$ cat src/rtl/cpu_types_pkg.sv
`default_nettype none
// ============================================================================
// Module   : cpu_types_pkg
// Brief    : Shared CPU front-end types: machine word, PC sequencer state
//            and next-pc source selector.
// Revision : 1.0 - initial release
// ============================================================================
package cpu_types_pkg;

  localparam int c_WORD_W = 32;

  typedef logic [c_WORD_W-1:0] word_t;

  // Sequencer run state; HALTED is left only through reset
  typedef enum logic [0:0] {
    RUN    = 1'b0,
    HALTED = 1'b1
  } pc_state_t;

  // Source of the next pc, listed from highest to lowest priority
  typedef enum logic [2:0] {
    SEL_HOLD   = 3'd0,
    SEL_RET    = 3'd1,
    SEL_JUMP   = 3'd2,
    SEL_BRANCH = 3'd3,
    SEL_SEQ    = 3'd4
  } pc_sel_t;

endpackage
`default_nettype wire

$ cat src/rtl/pc_sequencer_if.sv
`default_nettype none
// ============================================================================
// Module   : pc_sequencer_if
// Brief    : Control/status bundle between the fetch controller (master)
//            and the pc sequencer (slave).
// Revision : 1.0 - initial release
// ============================================================================
interface pc_sequencer_if #(
  parameter int ADDR_W = 32
);

  logic              en;
  logic              branch_taken;
  logic [ADDR_W-1:0] branch_target;
  logic              jump;
  logic              call;
  logic [ADDR_W-1:0] jump_target;
  logic              ret;
  logic [ADDR_W-1:0] ret_target;
  logic              halt;
  logic [ADDR_W-1:0] pc;
  logic [ADDR_W-1:0] npc;
  logic              halted;
  logic              ras_empty;
  logic              ras_full;
  logic              ras_err;

  modport master (
    output en, branch_taken, branch_target, jump, call, jump_target,
           ret, ret_target, halt,
    input  pc, npc, halted, ras_empty, ras_full, ras_err
  );

  modport slave (
    input  en, branch_taken, branch_target, jump, call, jump_target,
           ret, ret_target, halt,
    output pc, npc, halted, ras_empty, ras_full, ras_err
  );

endinterface
`default_nettype wire

$ cat src/rtl/pc_ras.sv
`default_nettype none
// ============================================================================
// Module   : pc_ras
// Brief    : Circular return-address stack. A push when full overwrites the
//            oldest entry; a pop when empty changes nothing. Both report
//            through overflow/underflow strobes.
// Revision : 1.0 - initial release
// ============================================================================
module pc_ras #(
  parameter int ADDR_W    = 32,
  parameter int RAS_DEPTH = 4
) (
  input  logic              CLK,
  input  logic              RST,
  input  logic              push,
  input  logic              pop,
  input  logic [ADDR_W-1:0] push_data,
  output logic [ADDR_W-1:0] top,
  output logic              empty,
  output logic              full,
  output logic              overflow,
  output logic              underflow
);

  localparam int c_PTR_W = $clog2(RAS_DEPTH);
  localparam int c_CNT_W = c_PTR_W + 1;
  localparam logic [c_CNT_W-1:0] c_FULL_CNT = c_CNT_W'(RAS_DEPTH);

  logic [ADDR_W-1:0]  r_mem [RAS_DEPTH];
  logic [c_PTR_W-1:0] r_ptr;      // next slot to write; top lives at r_ptr-1
  logic [c_CNT_W-1:0] r_count;
  logic [c_PTR_W-1:0] w_top_idx;
  logic               w_do_pop;
  logic               w_do_push;

  // Pop wins over push so a simultaneous request never corrupts the stack
  assign w_do_pop  = pop && !empty;
  assign w_do_push = push && !pop;
  assign w_top_idx = r_ptr - c_PTR_W'(1);

  assign top       = r_mem[w_top_idx];
  assign empty     = (r_count == '0);
  assign full      = (r_count == c_FULL_CNT);
  assign overflow  = w_do_push && full;
  assign underflow = pop && empty;

  // Storage write; contents are don't-care until pushed, so no reset
  always_ff @(posedge CLK) begin
    if (w_do_push) begin
      r_mem[r_ptr] <= push_data;
    end
  end

  // Pointer and occupancy; the pointer wraps, the count saturates at depth
  always_ff @(posedge CLK or posedge RST) begin
    if (RST) begin
      r_ptr   <= '0;
      r_count <= '0;
    end else if (w_do_pop) begin
      r_ptr   <= r_ptr - c_PTR_W'(1);
      r_count <= r_count - c_CNT_W'(1);
    end else if (w_do_push) begin
      r_ptr <= r_ptr + c_PTR_W'(1);
      if (!full) begin
        r_count <= r_count + c_CNT_W'(1);
      end
    end
  end

endmodule
`default_nettype wire

$ cat src/rtl/pc_sequencer.sv
`default_nettype none
// ============================================================================
// Module   : pc_sequencer
// Brief    : Program-counter sequencer with branch/jump/call/ret selection,
//            return-address stack and a terminal HALTED state.
// Revision : 1.0 - initial release
// ============================================================================
module pc_sequencer
  import cpu_types_pkg::*;
#(
  parameter int              ADDR_W    = 32,
  parameter logic [ADDR_W-1:0] RESET_PC = '0,
  parameter int              PC_STEP   = 4,
  parameter int              RAS_DEPTH = 4
) (
  input  logic          CLK,
  input  logic          RST,
  pc_sequencer_if.slave bus
);

  pc_state_t         r_state;
  logic [ADDR_W-1:0] r_pc;
  logic              r_halted;
  logic              r_ras_err;

  pc_sel_t           w_sel;
  logic [ADDR_W-1:0] w_npc;
  logic [ADDR_W-1:0] w_next_pc;
  logic [ADDR_W-1:0] w_ret_addr;
  logic              w_active;
  logic              w_push;
  logic              w_pop;
  logic [ADDR_W-1:0] w_ras_top;
  logic              w_ras_empty;
  logic              w_ras_full;
  logic              w_ras_ovf;
  logic              w_ras_unf;

  // Any state change requires RUN and en; halt itself only freezes pc
  assign w_active   = (r_state == RUN) && bus.en;
  assign w_npc      = r_pc + ADDR_W'(PC_STEP);
  assign w_pop      = w_active && !bus.halt && bus.ret;
  assign w_push     = w_active && !bus.halt && !bus.ret && bus.call;
  assign w_ret_addr = w_ras_empty ? bus.ret_target : w_ras_top;

  pc_ras #(
    .ADDR_W    (ADDR_W),
    .RAS_DEPTH (RAS_DEPTH)
  ) u_ras (
    .CLK       (CLK),
    .RST       (RST),
    .push      (w_push),
    .pop       (w_pop),
    .push_data (w_npc),
    .top       (w_ras_top),
    .empty     (w_ras_empty),
    .full      (w_ras_full),
    .overflow  (w_ras_ovf),
    .underflow (w_ras_unf)
  );

  // Priority decode of the next-pc source
  always_comb begin
    w_sel = SEL_SEQ;
    if (!w_active || bus.halt)         w_sel = SEL_HOLD;
    else if (bus.ret)                  w_sel = SEL_RET;
    else if (bus.call || bus.jump)     w_sel = SEL_JUMP;
    else if (bus.branch_taken)         w_sel = SEL_BRANCH;
  end

  // Single next-pc mux driven by the decoded selector
  always_comb begin
    w_next_pc = r_pc;
    case (w_sel)
      SEL_HOLD:   w_next_pc = r_pc;
      SEL_RET:    w_next_pc = w_ret_addr;
      SEL_JUMP:   w_next_pc = bus.jump_target;
      SEL_BRANCH: w_next_pc = bus.branch_target;
      SEL_SEQ:    w_next_pc = w_npc;
      default:    w_next_pc = r_pc;
    endcase
  end

  // Run/halt state machine with registered pc, halted and sticky RAS error
  always_ff @(posedge CLK or posedge RST) begin
    if (RST) begin
      r_state   <= RUN;
      r_pc      <= RESET_PC;
      r_halted  <= 1'b0;
      r_ras_err <= 1'b0;
    end else begin
      case (r_state)
        RUN: begin
          if (bus.en) begin
            r_pc <= w_next_pc;
            if (w_ras_ovf || w_ras_unf) begin
              r_ras_err <= 1'b1;
            end
            if (bus.halt) begin
              r_state  <= HALTED;
              r_halted <= 1'b1;
            end
          end
        end
        HALTED: begin
          r_state  <= HALTED;
          r_halted <= 1'b1;
        end
        default: begin
          r_state <= RUN;
        end
      endcase
    end
  end

  assign bus.pc        = r_pc;
  assign bus.npc       = w_npc;
  assign bus.halted    = r_halted;
  assign bus.ras_empty = w_ras_empty;
  assign bus.ras_full  = w_ras_full;
  assign bus.ras_err   = r_ras_err;

endmodule
`default_nettype wire

$ cat src/flat_wrapper.sv
// flat-port wrapper written by rule: the top's interface ports become plain ports
module pc_sequencer_flat import cpu_types_pkg::*;
#(
  parameter int              ADDR_W    = 32,
  parameter logic [ADDR_W-1:0] RESET_PC = '0,
  parameter int              PC_STEP   = 4,
  parameter int              RAS_DEPTH = 4
)
  (CLK, RST, bus_en, bus_branch_taken, bus_branch_target, bus_jump, bus_call, bus_jump_target, bus_ret, bus_ret_target, bus_halt, bus_pc, bus_npc, bus_halted, bus_ras_empty, bus_ras_full, bus_ras_err);
  pc_sequencer_if #(.ADDR_W(ADDR_W)) bus_i ();
  input  logic CLK;
  input  logic RST;
  input wire logic [$bits(bus_i.en)-1:0] bus_en;
  input wire logic [$bits(bus_i.branch_taken)-1:0] bus_branch_taken;
  input wire logic [$bits(bus_i.branch_target)-1:0] bus_branch_target;
  input wire logic [$bits(bus_i.jump)-1:0] bus_jump;
  input wire logic [$bits(bus_i.call)-1:0] bus_call;
  input wire logic [$bits(bus_i.jump_target)-1:0] bus_jump_target;
  input wire logic [$bits(bus_i.ret)-1:0] bus_ret;
  input wire logic [$bits(bus_i.ret_target)-1:0] bus_ret_target;
  input wire logic [$bits(bus_i.halt)-1:0] bus_halt;
  output wire logic [$bits(bus_i.pc)-1:0] bus_pc;
  output wire logic [$bits(bus_i.npc)-1:0] bus_npc;
  output wire logic [$bits(bus_i.halted)-1:0] bus_halted;
  output wire logic [$bits(bus_i.ras_empty)-1:0] bus_ras_empty;
  output wire logic [$bits(bus_i.ras_full)-1:0] bus_ras_full;
  output wire logic [$bits(bus_i.ras_err)-1:0] bus_ras_err;
  assign bus_i.en = bus_en;
  assign bus_i.branch_taken = bus_branch_taken;
  assign bus_i.branch_target = bus_branch_target;
  assign bus_i.jump = bus_jump;
  assign bus_i.call = bus_call;
  assign bus_i.jump_target = bus_jump_target;
  assign bus_i.ret = bus_ret;
  assign bus_i.ret_target = bus_ret_target;
  assign bus_i.halt = bus_halt;
  assign bus_pc = bus_i.pc;
  assign bus_npc = bus_i.npc;
  assign bus_halted = bus_i.halted;
  assign bus_ras_empty = bus_i.ras_empty;
  assign bus_ras_full = bus_i.ras_full;
  assign bus_ras_err = bus_i.ras_err;
  pc_sequencer #(.ADDR_W(ADDR_W), .RESET_PC(RESET_PC), .PC_STEP(PC_STEP), .RAS_DEPTH(RAS_DEPTH)) u_core (.CLK(CLK), .RST(RST), .bus(bus_i));
endmodule
$ cat config.mk
export PLATFORM = sky130hd
export DESIGN_NAME = pc_sequencer_flat
export DESIGN_NICKNAME = d
export VERILOG_FILES = /design/src/rtl/cpu_types_pkg.sv /design/src/rtl/pc_sequencer_if.sv /design/src/rtl/pc_ras.sv /design/src/rtl/pc_sequencer.sv /design/src/flat_wrapper.sv
export SDC_FILE = /design/constraint.sdc
export NUM_CORES = 1
export LEC_CHECK = 0
export ABC_AREA = 0
export ABC_CLOCK_PERIOD_IN_PS = 3100
export CAP_MARGIN = 5
export CORE_UTILIZATION = 52
export CTS_CLUSTER_DIAMETER = 30
export DETAILED_ROUTE_END_ITERATION = 7
export GPL_TIMING_DRIVEN = 0
export PLACE_DENSITY = 0.91
export RECOVER_POWER = 25
export SKIP_CTS_REPAIR_TIMING = 1
export SYNTH_ARGS = -nofsm -noshare
export SYNTH_HDL_FRONTEND = slang
export SYNTH_SLANG_ARGS = --single-unit
export TNS_END_PERCENT = 20
$ cat constraint.sdc
create_clock -name CLK -period 3.1 [get_ports CLK]
set_input_delay 0.465 -clock CLK [delete_from_list [all_inputs] [get_ports CLK]]
set_output_delay 0.465 -clock CLK [all_outputs]
set_load 0.05 [all_outputs]
======== Yosys cells after proc, flatten, opt, wreduce, memory -nomap -nowiden ========
Memory sizes are Yosys's and may differ from the RTL's.
Index checks and enable logic that the tools add are counted.
operators by class
  add/sub/neg operators ................... 5
  equality and inequality tests ........... 8
  multiplexer cells ....................... 19
  bitwise logic cells ..................... 1
  reduce and logical (&&, ||, !) cells .... 24
operators with widths
  kind                     count
  $pmux W32 S4             1
  $add A32 B3 Y32 const B  1
  $mux W32                 1
  $mux W3                  7
  $logic_and A1 B1 Y1      9
  $eq A3 B2 Y1 const B     2
  $eq A3 B3 Y1 const B     2
  $mux W1                  6
  $reduce_and A3 Y1        2
  $logic_not A1 Y1         5
  $mux W2                  2
  $ne A2 B2 Y1 const B     2
  $pmux W1 S2              2
  $reduce_and A2 Y1        2
  $reduce_bool A4 Y1       1
  $add A3 B1 Y3 const B    1
  $eq A3 B1 Y1 const B     1
  $logic_not A3 Y1         1
  $logic_or A1 B1 Y1       3
  $sub A3 B1 Y3 const B    1
  $add A2 B1 Y2 const B    1
  $ne A2 B1 Y1 const B     1
  $reduce_bool A2 Y1       1
  $sub A2 B1 Y2 const B    1
  $not A1 Y1               1
storage, ports and cells
  bits in registers ....................... 40
  bits in writable memories ............... 128
  input bits .............................. 104
  output and inout port bits .............. 68
  logic and storage cells ................. 64
  memories ................................ 1
memory list
  memory              depth  width  read ports  clocked after memory_dff  write ports  RTL line      RTL
  u_core.u_ras.r_mem  4      32     1           0                         1            pc_ras.sv:29  logic [ADDR_W-1:0] r_mem [RAS_DEPTH];

======== Longest topological paths before layout ========
Gate-level depths: netlist (run 1).
  word-level depth ........................ 9
  gate-level depth with buffers ........... 11
  mapped depth without buffers ............ 8

======== By module ========
A second synthesis (run 1) with hierarchy kept.
second synthesis, totals
  cells, all modules ...................... 635
  area, all modules ....................... 8509.4 µm²
by module, submodules not included
  module        instances  cells an instance  area an instance (µm²)  seq. area each (µm²)
  pc_ras        1          218                5086.1                  3968.8
  pc_sequencer  1          417                3423.3                  875.8

======== Worst setup path before layout (run 1) ========
OpenSTA, ideal clock, no wires.
  path type ............................... flip-flop to output port
  start point ............................. register u_core.r_pc[4] (netlist: u_core.bus.pc[4])
  end point ............................... output port bus_npc[21]
  arrival ................................. 2.651 ns
  data required time ...................... 2.635 ns
  setup slack ............................. -0.016 ns
  stages on the path, launching flop included .. 6
  buffers on the path ..................... 1
  path through ............................ dfrtp_1 -> nand3_1 -> nor4_4 -> buf_4 -> nand4_1 -> xnor2_1
on the way
  word-level cells in the longest chain between the ends .. 1
ends and longest elaborated chain
  element                 RTL line            RTL
  start, declared         pc_sequencer.sv:22  logic [ADDR_W-1:0] r_pc;
  start signal, assigned  pc_sequencer.sv:95  r_pc <= w_next_pc;
  $add A32 B3 Y32         pc_sequencer.sv:41  assign w_npc = r_pc + ADDR_W'(PC_STEP);
  end, declared           flat_wrapper.sv:23  output wire logic [$bits(bus_i.npc)-1:0] bus_npc;
No other way between the ends.

======== Final worst setup path (run 1) ========
  start point ............................. register u_core.r_pc[2] (netlist: u_core.bus.pc[2])
  end point ............................... output port bus_npc[24]
Same word-level chain as after synthesis.

==> summary by stage, run 1 <==
Status
The run finished, with violations left. The checks that failed: max-capacitance violations, max-slew violations, negative setup slack.

Layout
The net total in the final layout is 922. The final instance area is 10900 sq um. The repair_antennas step left the layout with diodes totalling 0. The final-layout fill cell count is 978.

Once layout is complete, the utilization of the core stands at 0.7144. Of the cells placed in the final design, the portion with a size suffix greater than 1 is 0.1976. Relative to the synthesized area, the layout overhead comes to 33.44%.

Synth
The mean instance size in the synthesized netlist is 13.24 sq um. The post-synthesis sequential element count is 168. The count of different cell masters after synthesis is 69. The area of the mapped netlist is 8169 sq um. The sequential area share after synthesis is 0.5930. The number of synthesis warnings is 0.

For this run, the leading register cell type out of synthesis is sky130_fd_sc_hd__edfxtp_1. The number of flops mapped to enable cells by yosys is 128. The instance count of the mapped netlist is 617. Counting flops with an async set or reset pin after synthesis yields a share of 0.2381. The number of nets handed over by synthesis was 727.

Placement
The HPWL after detailed placement is 17230 microns. The congestion estimate from routability-driven global placement came to 0.9260. In this run the cell area measured after placement is 10170 sq um.

The number of buffers added on ports is 170.

Routing
The first-iteration detailed-routing DRC count is 801. In the final routed layout, each cell accounts on average for 24.89 microns. After detailed routing, the total wire length is 25790 microns.

The detailed router placed 6716 vias in this run. The total iterations of the first detailed-routing run is 8. Detailed routing placed a total of 3321 microns of wire on met3. After detailed routing, no signal wire sits above met4. The wire length the detailed router placed on met1 is 9234 microns. The remaining design rule violation count is 0.

After detailed routing, the number of vias per cell comes to 6.483. The met2 wirelength from detailed routing is 12080 microns. The post-detailed-route count of antenna-violating nets is 0.

Timing
The max-slew violation count was 38. The final hold violation count came to 0. Across the routed clock network, the largest skew measured is 0.01166 ns. The worst hold slack after final layout is 0.3641 ns. The clock period minus final worst setup slack is 3.125 ns. The post-route clock period utilization is 1.008.

For this run, the top clock speed supported by timing is 320.0 MHz. Measured against its own limit, the worst slew margin works out to -0.2796. Setup violations remaining at the end of the flow were counted as 1. Setup repair after global routing could not meet its margin everywhere. The slew at the pin with the worst max-slew slack is 1.919 ns. The slack of the critical path is -0.02482 ns.

Global route
The initial antenna violation count is 0. The remaining global-route overflow is 0. The wire length of the first global-routing pass is 37800 microns. The number of global-route vias before repair came to 6576. Across every metal layer, demand over resource in global routing totals 0.3262. Entering global routing, the biggest net connects 38 pins.

Clocking
Clock tree synthesis inserted a total of 17 buffers. The deepest clock path buffer count is 2. The library cell used as clock root buffer is sky130_fd_sc_hd__clkbuf_16.

The worst-skew pair later-pin latency is 0.44 ns. TritonCTS built the clock tree. The clock sink total is 168. The count of H-tree levels built during CTS is 4.

Clock-pin slew was measured on the worst setup and hold paths at 0.06 ns.

Critical path
The launch point of the worst path is u_core.bus.pc[2]. The type of origin of the critical path is a flip-flop. In this run the worst path has a maximum fanout of 9. STA puts the critical path data arrival time at 2.66 ns. Across all register-to-register paths, the minimum setup slack is 0.09 ns.

At the worst endpoint, the required time is 2.63 ns. The critical path is of the flip-flop to output pin type. Counting cells, the worst reg-to-reg path comes to 3. The worst register-to-register path ends at u_core.u_ras.r_mem[0][18]. The startpoint identified for the worst register-to-register timing path is u_core.r_state. STA classifies the critical path endpoint as an output pin. The most critical setup path has its endpoint at bus_npc[24].

Hold path
The path class of the tightest hold or removal check is primary input to asynchronous set/reset pin.

Floorplanning
172 I/O pins were placed. The row count is 45. The total die area is 16220 sq um. The effective utilization at floorplan is 0.5354. From left edge to right edge, the die measures 127.3 microns. The core outline area is 15260 sq um.

The die is 127.3 microns tall.

Power
VDD sags by at most 0.4652 mV. The power per standard cell area is 761.2 nW/um^2. Summed over all cells, the static leakage comes to 4.212 nW.

Job
The number of maximum-capacitance constraint violations is 1.
## kinds of logic (layout without fill, tap and decap cells)
| group | count (synthesis) | count (layout) | synth area share |
|---|---|---|---|
| AO/OA/AOI/OAI | 123 | 123 | 0.1040 |
| XOR/XNOR | 31 | 31 | 0.03416 |
| adder cells (fa/ha/maj) | 6 | 6 | 0.01011 |
| buffers and inverters | 57 | 265 | 0.03415 |
| flip-flops | 168 | 168 | 0.5930 |
| multiplexers | 41 | 41 | 0.09925 |
| AND/OR/NAND/NOR | 191 | 191 | 0.1253 |
## per-stage QoR
stage	setup slack, ns	instances	power (mW)	TNS [ns]
after floorplan	0.006575	617	5.025	0
after global placement	-0.8757	998	6.038	-116.00
after detailed placement	-0.4770	999	6.105	-50.58
after CTS	-0.9995	1031	8.221	-20.21
after global routing	-0.07274	1036	8.534	-2.034
final	-0.02482	1036	8.297	-0.02482
## registers in the layout, indices dropped and copies added, names as in the netlist
name	cells
u_core.u_ras.r_mem	128
u_core.bus.pc	32
u_core.u_ras.r_count	3
u_core.u_ras.r_ptr	2
u_core.bus.halted	1
u_core.bus.ras_err	1
u_core.r_state	1
## worst min-delay path by stage
| stage | startpoint | end | cells past startpoint |
|---|---|---|---|
| floorplan | u_core.u_ras.r_count[2] | u_core.u_ras.r_count[2] | 1 |
| global placement | u_core.bus.halted | u_core.bus.halted | 1 |
| detailed placement | u_core.bus.halted | u_core.bus.halted | 1 |
| CTS | RST | u_core.bus.pc[30] | 2 |
| global route | RST | u_core.bus.pc[14] | 2 |
| finish | RST | u_core.bus.pc[14] | 2 |
## cell usage after synthesis (2+ instances only)
cell                       count  area share
sky130_fd_sc_hd__xnor2_1      22       0.024
sky130_fd_sc_hd__a221oi_1      7      0.0075
sky130_fd_sc_hd__a21oi_1      28       0.017
sky130_fd_sc_hd__and4_1        2      0.0021
sky130_fd_sc_hd__a311oi_1      2      0.0021
sky130_fd_sc_hd__buf_2        15      0.0092
sky130_fd_sc_hd__buf_1         4      0.0018
sky130_fd_sc_hd__and3_2        2      0.0018
sky130_fd_sc_hd__o311ai_0      3      0.0032
sky130_fd_sc_hd__o21ai_0      26       0.016
sky130_fd_sc_hd__edfxtp_1    128        0.47
sky130_fd_sc_hd__and2_1        4      0.0031
sky130_fd_sc_hd__clkbuf_1     11      0.0051
sky130_fd_sc_hd__a31oi_1       7      0.0054
sky130_fd_sc_hd__buf_6         2      0.0028
sky130_fd_sc_hd__mux4_2       32       0.088
sky130_fd_sc_hd__o22a_1        2      0.0021
sky130_fd_sc_hd__a22o_1        4      0.0043
sky130_fd_sc_hd__ha_1          5      0.0077
sky130_fd_sc_hd__or2_2         2      0.0015
sky130_fd_sc_hd__buf_4         8      0.0074
sky130_fd_sc_hd__inv_1        15      0.0069
sky130_fd_sc_hd__nor4b_4       2      0.0058
sky130_fd_sc_hd__mux2i_1       9       0.011
sky130_fd_sc_hd__nand3_2       2      0.0025
sky130_fd_sc_hd__a21o_1        9      0.0083
sky130_fd_sc_hd__xor2_1        8      0.0086
sky130_fd_sc_hd__or3_1         3      0.0023
sky130_fd_sc_hd__nand3_1      25       0.015
sky130_fd_sc_hd__a211oi_1      5      0.0046
sky130_fd_sc_hd__nor3_1        9      0.0055
sky130_fd_sc_hd__nand2_1      73       0.034
sky130_fd_sc_hd__nor2_1       28       0.013
sky130_fd_sc_hd__o31ai_1       3      0.0028
sky130_fd_sc_hd__a22oi_1       6      0.0055
sky130_fd_sc_hd__and3_1       19       0.015
sky130_fd_sc_hd__a222oi_1     10       0.012
sky130_fd_sc_hd__dfrtp_1      40        0.12
sky130_fd_sc_hd__nand4_1       5      0.0038
## power by group
part / internal, mW / switching (mW) / total, mW
clock: 1.25 / 0.884 / 2.14
combinational: 1.21 / 1.97 / 3.17
sequential: 2.70 / 0.285 / 2.99
## area by class of cell
class	count	area, sq um	share of cell area
Timing Repair Buffer	176	1708	0.1567
Clock buffer	18	429.2	0.03937
Sequential cell	168	4852	0.4451
Buffer	41	232.7	0.02135
Clock inverter	14	157.7	0.01446
Tap cell	211	264.0	0.02422
Inverter	16	60.06	0.005510
Multi-Input combinational cell	392	3197	0.2933
## worst max-delay path, stage by stage (launching register included)
cell,delay [ns]
sky130_fd_sc_hd__dfrtp_2,0.50
sky130_fd_sc_hd__ha_1,0.25
sky130_fd_sc_hd__and2_2,0.20
sky130_fd_sc_hd__nor4b_4,0.20
sky130_fd_sc_hd__buf_4,0.22
sky130_fd_sc_hd__nand3_1,0.16
sky130_fd_sc_hd__xnor2_2,0.34
sky130_fd_sc_hd__clkbuf_2,0.35
## per-layer routing
layer | global-route usage | vias to the layer above
met5 | 0 | -
met4 | 0.1709 | 0
met3 | 0.09464 | 112
met2 | 0.5130 | 595
met1 | 0.4128 | 3240
li1 | - | 2769
## cells in the final DEF (no fill, tap or decap), types with 8 or more instances in the layout
master and n:
sky130_fd_sc_hd__clkdlybuf4s50_1 140, sky130_fd_sc_hd__xnor2_1 10, sky130_fd_sc_hd__and3_1 15, sky130_fd_sc_hd__buf_2 18
sky130_fd_sc_hd__a21o_1 9, sky130_fd_sc_hd__clkbuf_16 17, sky130_fd_sc_hd__o21ai_0 26, sky130_fd_sc_hd__edfxtp_1 128
sky130_fd_sc_hd__inv_1 15, sky130_fd_sc_hd__xnor2_2 11, sky130_fd_sc_hd__nor3_1 8, sky130_fd_sc_hd__clkbuf_1 9
sky130_fd_sc_hd__dlymetal6s2s_1 11, sky130_fd_sc_hd__buf_4 13, sky130_fd_sc_hd__clkbuf_2 12, sky130_fd_sc_hd__nand3_1 24
sky130_fd_sc_hd__mux4_2 32, sky130_fd_sc_hd__a222oi_1 10, sky130_fd_sc_hd__nand2_1 73, sky130_fd_sc_hd__a21oi_1 28
sky130_fd_sc_hd__mux2i_1 9, sky130_fd_sc_hd__nor2_1 26, sky130_fd_sc_hd__dfrtp_1 34
Note: power is estimated with default switching activity, not from simulation.
==> inputs of run 2 (changes only) <==
SKIP_LAST_GASP = 1   (was not set)
==> run 2 against run 1 <==
The flow still finishes with violations (max-capacitance violations, max-slew violations, negative setup slack). Setup slack lost 0.14 ns. Core utilization fell by 0.082 points. Register-to-register slack hardly changed. Design area fell by 0.12%. Power is essentially flat.
==> summary by stage, run 2 (synthesis gave the netlist of run 1 again) <==
Placement
The HPWL after detailed placement is 17230 microns. During placement, the flow inserted port buffers numbering 170. The placed standard-cell area is 10170 sq um.

The final weighted congestion in routability-driven placement is 0.9260.

Power
Of the total power, combinational logic draws 0.383. The peak supply drop is 0.4662 mV. The leakage power summed over all cells is 4.163 nW. In this run the power density over the cells is 761.6 nW/um^2. The internal power of the cells totals 5.160 mW. The switching portion of total power is 0.3778. The share of total power dissipated in sequential elements is 0.360. Of the total power, the clock network draws 0.257.

The power dissipated by switching net loads is 3.133 mW.

Layout
In the final layout, the share of cells above drive strength 1 is 0.1952. The net count of the finished layout is 922. With fillers left out, the area of the finished cells amounts to 10890 sq um. The library cell used most frequently in the layout, excluding fill and tap cells, is sky130_fd_sc_hd__clkdlybuf4s50_1.

Counting flops per register, the top entry is u_core.u_ras.r_mem. The number of flip-flops in the largest register is 128. In the layout the commonest cells are sky130_fd_sc_hd__clkdlybuf4s50_1, sky130_fd_sc_hd__edfxtp_1, sky130_fd_sc_hd__nand2_1. Once layout is complete, the utilization of the core stands at 0.7136. Compared with the post-synthesis result, the final layout area differs by 33.28%.

0 antenna diodes ended up in the layout.

Timing
Setup repair after global routing could not meet its margin everywhere. Measured against its own limit, the worst slew margin works out to -0.3641. The slack of the critical path is -0.1697 ns. The routed design could run at a clock period as short as 3.270 ns. Setup total negative slack on the finished layout was measured at -0.3967 ns.

The final clock skew is 0.009182 ns. At the pin with the least slew margin, the transition time is 2.046 ns. Based on the critical path, the design can be clocked at up to 305.8 MHz.

Dividing the final minimum period by the clock period gives 1.055. The max-slew violation count is 38. Setup violations remaining at the end of the flow were counted as 3.

The final hold violation count came to 0.

Critical path
The class of the most critical setup path is flip-flop to output pin. The nature of the critical path endpoint is an output pin. The type of origin of the critical path is a flip-flop.

The required time at the worst-slack endpoint is 2.63 ns. The arrival time of data at the critical path endpoint is 2.80 ns. Along the worst path, the maximum fanout reaches 9.

Clocking
The CTS buffer count is 17. No sink is reached through more buffers than the 2 on the longest clock path. The tree built by TritonCTS fans out to 168 sinks. The CTS tree is yes. CTS placed an instance of sky130_fd_sc_hd__clkbuf_16 at the clock tree root. The H-tree was split into 4 levels. The clock transition time at the flip-flop clock pins of the worst setup and hold paths is 0.06 ns.

The worst-skew pair later-pin latency is 0.44 ns.

Floorplanning
The core outline area is 15260 sq um. The row count is 45. The initial utilization of the core area, before any placement, comes to 0.5354.

Measured along the y axis, the die boundary spans 127.3 microns. The floorplan step defined a die boundary enclosing 16220 sq um. The horizontal extent of the die is 127.3 microns. The I/O pin count is 172.

Global route
The wire length of the first global-routing pass is 37800 microns. The initial antenna violation count came to 0. Global routing finished with a remaining overflow of 0. Entering global routing, the biggest net connects 38 pins.

The number of global-route vias before repair is 6576. The global routing usage summed across all routing layers is 0.3262.

Routing
The post-detailed-route count of antenna-violating nets is 0. Dividing the detail-routed via count by the number of cells gives 6.479. In this run, the number of DRC markers left after iteration 0 of detailed routing was 821. The final wirelength is 25710 microns. For this run, the detailed router's first-pass iteration total came to 5. Dividing the detail-routed wire length by the instance count gives 24.82 microns. The total number of vias is 6712. For this run, design rule violations remaining after detail routing come to 0.

Job
The number of maximum-capacitance constraint violations is 1.

Status
The flow ran to the end, but the final reports show violations. The final reports fail on max-capacitance violations, max-slew violations, negative setup slack.

Hold path
The path class of the lowest-slack min-delay path is primary input to asynchronous set/reset pin.
[run 2: cell count changes in the layout (fill, tap and decap cells not counted), sizes merged]
| cell | before | now |
|---|---|---|
| dlymetal6s4s | 1 | 0 |
| dlymetal6s2s | 11 | 8 |
| clkdlybuf4s25 | 0 | 1 |
| buf | 38 | 37 |
| clkdlybuf4s50 | 140 | 144 |
[run 2: final cells by class]
| type | instances | area, sq um |
|---|---|---|
| tap | 211 | 264.0 |
| inverter | 16 | 60.06 |
| timing repair buffer | 176 | 1703 |
| buffer | 41 | 229.0 |
| fill | 975 | 4370 |
| multi-input combinational | 392 | 3193 |
| clock buffer | 18 | 429.2 |
| sequential | 168 | 4852 |
| clock inverter | 14 | 157.7 |
[run 2: routing by layer]
| layer | global-route usage | vias to the layer above | routed length, microns |
|---|---|---|---|
| met5 | 0 | - | 0 |
| met4 | 0.1709 | 0 | 1106 |
| met3 | 0.09464 | 93 | 3546 |
| met2 | 0.5130 | 604 | 12120 |
| met1 | 0.4128 | 3241 | 8943 |
| li1 | - | 2774 | - |
[run 2: worst paths after layout]
path                                            start                end  slack, ns  cells after the start
max in group asynchronous                         RST   u_core.bus.pc[8]       0.23                      3
worst max-delay path                 u_core.bus.pc[2]        bus_npc[24]      -0.17                      7
min in group CLK                    u_core.bus.halted  u_core.bus.halted       0.48                      1
worst min register to register      u_core.bus.halted  u_core.bus.halted       0.48                      1
worst max register to register  u_core.u_ras.r_ptr[0]  u_core.bus.pc[21]       0.08                     10
worst min-delay path                              RST  u_core.bus.pc[30]       0.36                      2
[run 2: power groups by stage]
stage                     registers [mW]  logic [mW]  clock network, mW
after CTS                           2.95        3.14               2.13
after floorplan                     3.33        1.70                  0
after detailed placement            2.99        3.12                  0
after global placement              2.98        3.06                  0
final                               2.99        3.17               2.13
after global routing                3.00        3.31               2.22
[run 2: worst max-delay path, stage by stage, from the launching register on]
cell and delay (ns):
sky130_fd_sc_hd__dfrtp_2 0.50, sky130_fd_sc_hd__ha_1 0.25, sky130_fd_sc_hd__and2_2 0.20, sky130_fd_sc_hd__nor4b_4 0.20, sky130_fd_sc_hd__buf_4 0.22, sky130_fd_sc_hd__nand3_1 0.18
sky130_fd_sc_hd__xnor2_2 0.34, sky130_fd_sc_hd__dlymetal6s2s_1 0.47
[run 2: through the flow]
stage	cells	hold slack, ns	total power, mW	setup WS, ns
5_1_grt	1036	0.3821	8.532	-0.1986
2_1_floorplan	617	0.4529	5.025	0.006575
3_5_place_dp	999	0.4671	6.105	-0.4770
3_3_place_gp	998	0.4575	6.038	-0.8757
6_report	1036	0.3603	8.292	-0.1697
4_1_cts	1031	0.2245	8.221	-0.9995
